`config.mk`:
```
export PLATFORM = sky130hd
export DESIGN_NAME = uart_tx_arbiter
export DESIGN_NICKNAME = d
export VERILOG_FILES = /design/src/rtl/uart_tx_arbiter_pkg.sv /design/src/rtl/uart_tx_arbiter_rr_pick.sv /design/src/rtl/uart_tx_arbiter.sv
export SDC_FILE = /design/constraint.sdc
export NUM_CORES = 1
export LEC_CHECK = 0
export BUFFER_PORTS_ARGS = -buffer_cell sky130_fd_sc_hd__buf_4
export CORE_ASPECT_RATIO = 1.5
export CORE_MARGIN = 2
export CORE_UTILIZATION = 45
export DETAILED_ROUTE_END_ITERATION = 7
export PLACE_DENSITY = 0.77
export SLEW_MARGIN = 20
export SYNTH_ARGS = -nofsm -noshare
export SYNTH_HDL_FRONTEND = slang
export SYNTH_SLANG_ARGS = --single-unit
```
`constraint.sdc`:
```
create_clock -name clk -period 4.55 [get_ports clk]
set_input_delay 0.455 -clock clk [delete_from_list [all_inputs] [get_ports clk]]
set_output_delay 0.455 -clock clk [all_outputs]
set_load 0.1 [all_outputs]
```
`src/rtl/uart_tx_arbiter_pkg.sv`:
```
// Shared types and helpers for the UART transmit arbiter family.
package uart_tx_arbiter_pkg;

  localparam int MAX_REQ = 8;
  localparam int PTR_W   = $clog2(MAX_REQ);

  typedef enum logic [2:0] {
    IDLE,
    GRANTED,
    START,
    WAIT_BUSY,
    WAIT_DONE
  } arb_state_e;

  // Next round-robin starting index after owner ptr, wrapping at n requesters.
  function automatic logic [PTR_W-1:0] rr_next(input logic [PTR_W-1:0] ptr,
                                              input int unsigned      n);
    int unsigned nxt;
    nxt = 32'(ptr) + 32'd1;
    if (nxt >= n) nxt = 0;
    return nxt[PTR_W-1:0];
  endfunction

endpackage

```
`src/rtl/uart_tx_arbiter_rr_pick.sv`:
```
// Combinational round-robin picker: first set valid bit at or after ptr_i,
// wrapping modulo NUM_REQ. Returns one-hot pick, its index and an any flag.
module uart_tx_arbiter_rr_pick
  import uart_tx_arbiter_pkg::*;
#(
  parameter int NUM_REQ = 4
) (
  input  logic [NUM_REQ-1:0] valid_i,
  input  logic [PTR_W-1:0]   ptr_i,
  output logic [NUM_REQ-1:0] pick_o,
  output logic [PTR_W-1:0]   idx_o,
  output logic               any_o
);

  // Walk the requesters in priority order starting at ptr_i; first hit wins.
  always_comb begin : search
    int unsigned slot;
    slot   = 0;
    pick_o = '0;
    idx_o  = '0;
    any_o  = 1'b0;
    for (int k = 0; k < NUM_REQ; k++) begin
      slot = (32'(ptr_i) + 32'(k)) % 32'(NUM_REQ);
      for (int i = 0; i < NUM_REQ; i++) begin
        if (!any_o && (slot == 32'(i)) && valid_i[i]) begin
          any_o     = 1'b1;
          pick_o[i] = 1'b1;
          idx_o     = PTR_W'(i);
        end
      end
    end
  end

endmodule

```
`src/rtl/uart_tx_arbiter.sv`:
```
// Message-granular round-robin arbiter sharing one byte UART serializer
// between NUM_REQ valid/ready/last byte streams.
// Optional: define UART_TX_ARBITER_HOLD_TIMEOUT_EN to revoke a grant whose
// owner has stalled for HOLD_TIMEOUT cycles (adds the hold_timeout output).
//
// state     | meaning
// IDLE      | no owner; arbitrate among valid requesters
// GRANTED   | owner selected; wait for owner byte and idle serializer
// START     | start/ready pulse cycle for the accepted byte
// WAIT_BUSY | wait for the serializer to report busy
// WAIT_DONE | frame in flight; release on last byte or take next byte
module uart_tx_arbiter
  import uart_tx_arbiter_pkg::*;
#(
  parameter int NUM_REQ      = 4,
  parameter int CNT_W        = 16,
  parameter int HOLD_TIMEOUT = 1000000
) (
  input  logic               clk,
  input  logic               rst_n,
  input  logic [NUM_REQ-1:0] req_valid,
  input  logic [NUM_REQ-1:0] req_last,
  input  logic [7:0]         req_data [NUM_REQ],
  output logic [NUM_REQ-1:0] req_ready,
  output logic [NUM_REQ-1:0] grant,
  output logic               tx_start,
  output logic [7:0]         tx_data,
  input  logic               tx_busy,
  output logic [CNT_W-1:0]   bytes_sent
`ifdef UART_TX_ARBITER_HOLD_TIMEOUT_EN
  ,
  output logic               hold_timeout
`endif
);

  arb_state_e         state_q;
  logic [NUM_REQ-1:0] grant_q;
  logic [PTR_W-1:0]   owner_q;
  logic [PTR_W-1:0]   rr_ptr_q;
  logic               last_q;
  logic               tx_start_q;
  logic [7:0]         tx_data_q;
  logic [NUM_REQ-1:0] req_ready_q;
  logic [CNT_W-1:0]   bytes_q;

  logic [NUM_REQ-1:0] pick_d;
  logic [PTR_W-1:0]   pick_idx_d;
  logic               pick_any_d;

  logic               owner_valid;
  logic               owner_last;
  logic [7:0]         owner_data;

`ifdef UART_TX_ARBITER_HOLD_TIMEOUT_EN
  localparam int TO_W = (HOLD_TIMEOUT < 2) ? 1 : $clog2(HOLD_TIMEOUT);
  logic [TO_W-1:0] stall_q;
  logic            hold_timeout_q;
  assign hold_timeout = hold_timeout_q;
`endif

  uart_tx_arbiter_rr_pick #(
    .NUM_REQ (NUM_REQ)
  ) u_rr_pick (
    .valid_i (req_valid),
    .ptr_i   (rr_ptr_q),
    .pick_o  (pick_d),
    .idx_o   (pick_idx_d),
    .any_o   (pick_any_d)
  );

  // Owner's stream, selected with the one-hot grant so no index arithmetic is needed.
  always_comb begin
    owner_valid = |(req_valid & grant_q);
    owner_last  = |(req_last & grant_q);
    owner_data  = '0;
    for (int i = 0; i < NUM_REQ; i++) begin
      if (grant_q[i]) owner_data = owner_data | req_data[i];
    end
  end

  // Arbitration and serializer handshake FSM with registered outputs.
  always_ff @(posedge clk) begin
    if (!rst_n) begin
      state_q     <= IDLE;
      grant_q     <= '0;
      owner_q     <= '0;
      rr_ptr_q    <= '0;
      last_q      <= 1'b0;
      tx_start_q  <= 1'b0;
      tx_data_q   <= '0;
      req_ready_q <= '0;
      bytes_q     <= '0;
`ifdef UART_TX_ARBITER_HOLD_TIMEOUT_EN
      stall_q        <= '0;
      hold_timeout_q <= 1'b0;
`endif
    end else begin
      tx_start_q  <= 1'b0;
      req_ready_q <= '0;
      case (state_q)
        IDLE: begin
          if (pick_any_d) begin
            grant_q <= pick_d;
            owner_q <= pick_idx_d;
            state_q <= GRANTED;
`ifdef UART_TX_ARBITER_HOLD_TIMEOUT_EN
            stall_q <= '0;
`endif
          end
        end
        GRANTED: begin
          if (owner_valid && !tx_busy) begin
            tx_data_q   <= owner_data;
            tx_start_q  <= 1'b1;
            req_ready_q <= grant_q;
            last_q      <= owner_last;
            bytes_q     <= bytes_q + CNT_W'(1);
            state_q     <= START;
`ifdef UART_TX_ARBITER_HOLD_TIMEOUT_EN
            stall_q     <= '0;
          end else if (!owner_valid) begin
            if (stall_q == TO_W'(HOLD_TIMEOUT - 1)) begin
              grant_q        <= '0;
              rr_ptr_q       <= rr_next(owner_q, NUM_REQ);
              hold_timeout_q <= 1'b1;
              stall_q        <= '0;
              state_q        <= IDLE;
            end else begin
              stall_q <= stall_q + TO_W'(1);
            end
`endif
          end
        end
        START: begin
          state_q <= WAIT_BUSY;
        end
        WAIT_BUSY: begin
          if (tx_busy) state_q <= WAIT_DONE;
        end
        WAIT_DONE: begin
          if (!tx_busy) begin
            if (last_q) begin
              grant_q  <= '0;
              rr_ptr_q <= rr_next(owner_q, NUM_REQ);
              state_q  <= IDLE;
            end else begin
              state_q <= GRANTED;
            end
          end
        end
        default: begin
          state_q <= IDLE;
          grant_q <= '0;
        end
      endcase
    end
  end

  assign grant      = grant_q;
  assign req_ready  = req_ready_q;
  assign tx_start   = tx_start_q;
  assign tx_data    = tx_data_q;
  assign bytes_sent = bytes_q;

endmodule

```
==> summary.txt <==
Layout net count = 349
Clk pwr share = 37.3%
Unrepaired setup endpoints after global routing = false
Syn nets = 283
Hold buffers post-CTS = 0
Gate Count Post-Synth = 238
DP HPWL = 3700 um
WS Path Type = reg -> reg
Vias = 2058
WL/cell = 14.3 um
Post_cts resized = 0
TNS Setup = 0 ns
Share of cells above drive strength 1 = 28.9%
R2R setup slack = 2.25 ns
Synth cell types = 42
IO Port Bufs = 75
Worst-path fanout max = 14
Share of the synthesized area in the top cell type = 41.1%
Tot Pwr = 821 uW
Final RePlAce weighted congestion = 0.844
Row cnt = 29
Largest net degree at the start of global routing = 29
Synth Flop Type = dfxtp_1
GRT Residual Overflow = 0
CP Capture Type = flip-flop
Die Height = 85.6 um
Clk sinks = 41
Bufs on Longest Clock Path = 2
Fmax = 434 MHz
Worst Skew = 0.00436 ns
CTS HTree Levels = 2
Drt first pass iters = 4
Switching share of total power = 26.9%
Hold Vio Cnt, Final = 0
Register share of total power = 46.4%
DRC = 0
CTS tree = yes
Number of cells on the worst hold path = 3
Arr. time, crit path = 2.52 ns
Crit start category = flip-flop
IO Count = 76
Largest family of logic cells by synthesized area = compound AO/OA/AOI/OAI gates
Max VDD drop = 0.265 mV
Die area = 0.00500 mm^2
Clock slew at reported path FFs = 0.08 ns
Post-CTS setup buffers = 0
CTS root buf = clkbuf_8
Slew Viols, Final = 0
Status = completed
Core Box Area = 0.00425 mm^2
Asr flop ratio synth = 0%
Worst Path Required = 4.77 ns
Syn. warnings = 0
Initial Util = 47.1%
Sequential area share after synthesis = 41.1%
Worst skew pair latency = 0.29 ns
Reg2Reg Depth = 4
Vias in the first global route = 1908
Comb pwr share = 16.4%
Width of the die = 58.4 um
Worst-Margin Slew = 0.576 ns
Mapped cell area = 0.00200 mm^2
First-pass GRT wire length = 8200 um
DRT iter0 DRCs = 89
Final min period = 2.30 ns
Avg Inst Size Synth = 8.40 um^2
Setup Viol. Count Final = 0
Top post-synthesis cells by area = dfxtp_1 (41%), a21oi_1 (6.5%), o21ai_0 (4.3%), a211oi_1 (4.1%), a221oi_1 (3.9%)
WL final = 5010 um
Detail Route Antenna Nets = 0
Synth Register Bits = 41
Max cap viols = 0
Hold Path Class = in -> reg
Initial antenna violation count = 0
Layout Area Growth over Synthesis = 33.7%
Post-synthesis mux area share = 0.501%
EDFF count, synth = 0
Adder-cell share of the synthesized area = 1.25%
Gr usage total = 20.9%
Internal = 600 uW
Pwr dens = 307 mW/mm^2
Switching power = 221 uW
Vias per inst = 5.86
Diode count = 0
Leak = 0.00103 uW
Slew headroom = 61.6%
Synth Area in Simple Gates = 20.1%
Synth Area in Compound Gates = 31.1%
Xor/xnor share of the synthesized area = 1.31%
Post-synth top area cell = dfxtp_1
Fin crit share = 50.6%
CTS buffer count = 5
Fillcell total = 382
## kinds of logic after synthesis
family	count (synthesis)
xor gates and xnor gates	3
buffers and inverters	22
muxes	1
AOI/OAI and AO/OA	92
and+or+nand+nor	77
adders and majority gates	2
DFF	41
## sequential cells by signal, summed over array words and instances (netlist names)
name and flops:
req_ready 4, grant 4, owner_q 2, tx_data 8, state_q 3, tx_start 1, bytes_sent 16, last_q 1
rr_ptr_q 2
## worst max-delay path, cell delays in order, from the launching register on
cell      delay [ns]
dfxtp_1         0.60
a22oi_1         0.31
a2111o_1        0.64
or4_1           0.52
a21oi_1         0.16
## worst paths after layout
check                                     from             end
worst min-delay path                   tx_busy      state_q[2]
worst max-delay path                  grant[3]  bytes_sent[11]
worst max register to register        grant[3]  bytes_sent[11]
worst min register to register  bytes_sent[15]  bytes_sent[15]
## cells in the final DEF, fill, tap and decap left out, drive strengths merged, types with 3 or more instances in the layout
master and count:
o21ai 17, nand4 3, and3 4, a21oi 26
or4 5, nand2 17, o31ai 4, a221oi 9
a22o 9, clkbuf 6, o22ai 3, inv 5
or3 9, xnor2 3, buf 76, nor2 17
dfxtp 41, nand3 8, a211oi 12
## layer usage
metal	global-route usage (%)	share of wire, %	wire length [um]	up-vias
met1	24.6	41	2050	945
met3	4.52	4.8	242	12
li1	-	-	-	1039
met2	35.0	51	2570	62
met5	0	0	0	-
met4	10.1	2.9	143	0
## through the flow
stage                     cells  utilization [%]  hold WS, ns  setup WS (ns)  area (um^2)
after floorplan             238                -        0.474           2.01         2000
after global placement      343             60.1        0.467           2.35         2550
after detailed placement    343             60.1        0.482           2.29         2550
after CTS                   351             63.0        0.437           2.26         2670
after global routing        351             63.0        0.440           2.10         2670
final                       351             63.0        0.442           2.25         2670
## power by group through the flow
stage	sequential [uW]	combinational, uW	clock (uW)
6_report	381	134	306
5_1_grt	383	145	325
4_1_cts	381	135	312
3_5_place_dp	389	135	0
3_3_place_gp	389	134	0
2_1_floorplan	420	54.8	0
## area by class of cell
| type | count | area, um^2 | area share, % |
|---|---|---|---|
| well taps | 46 | 57.6 | 2.15 |
| clock buffers | 6 | 82.6 | 3.09 |
| repair buffers | 76 | 571 | 21.3 |
| inverters | 5 | 18.8 | 0.702 |
| multi-input cells | 175 | 1080 | 40.6 |
| flip-flops and latches | 41 | 821 | 30.7 |
| clock inverters | 2 | 37.5 | 1.40 |
## cells in the mapped netlist, types with 3 or more instances
cell type,instances
a211oi_1,11
a21oi_1,26
a221oi_1,9
a22o_1,9
and3_1,4
buf_2,3
clkbuf_1,11
dfxtp_1,41
inv_1,4
nand2_1,17
nand3_1,8
nand4_1,3
nor2_1,17
o21ai_0,17
o22ai_1,3
o31ai_1,4
or3_1,9
or4_1,5
xnor2_1,3
Note: power is estimated with default switching activity, not from simulation.
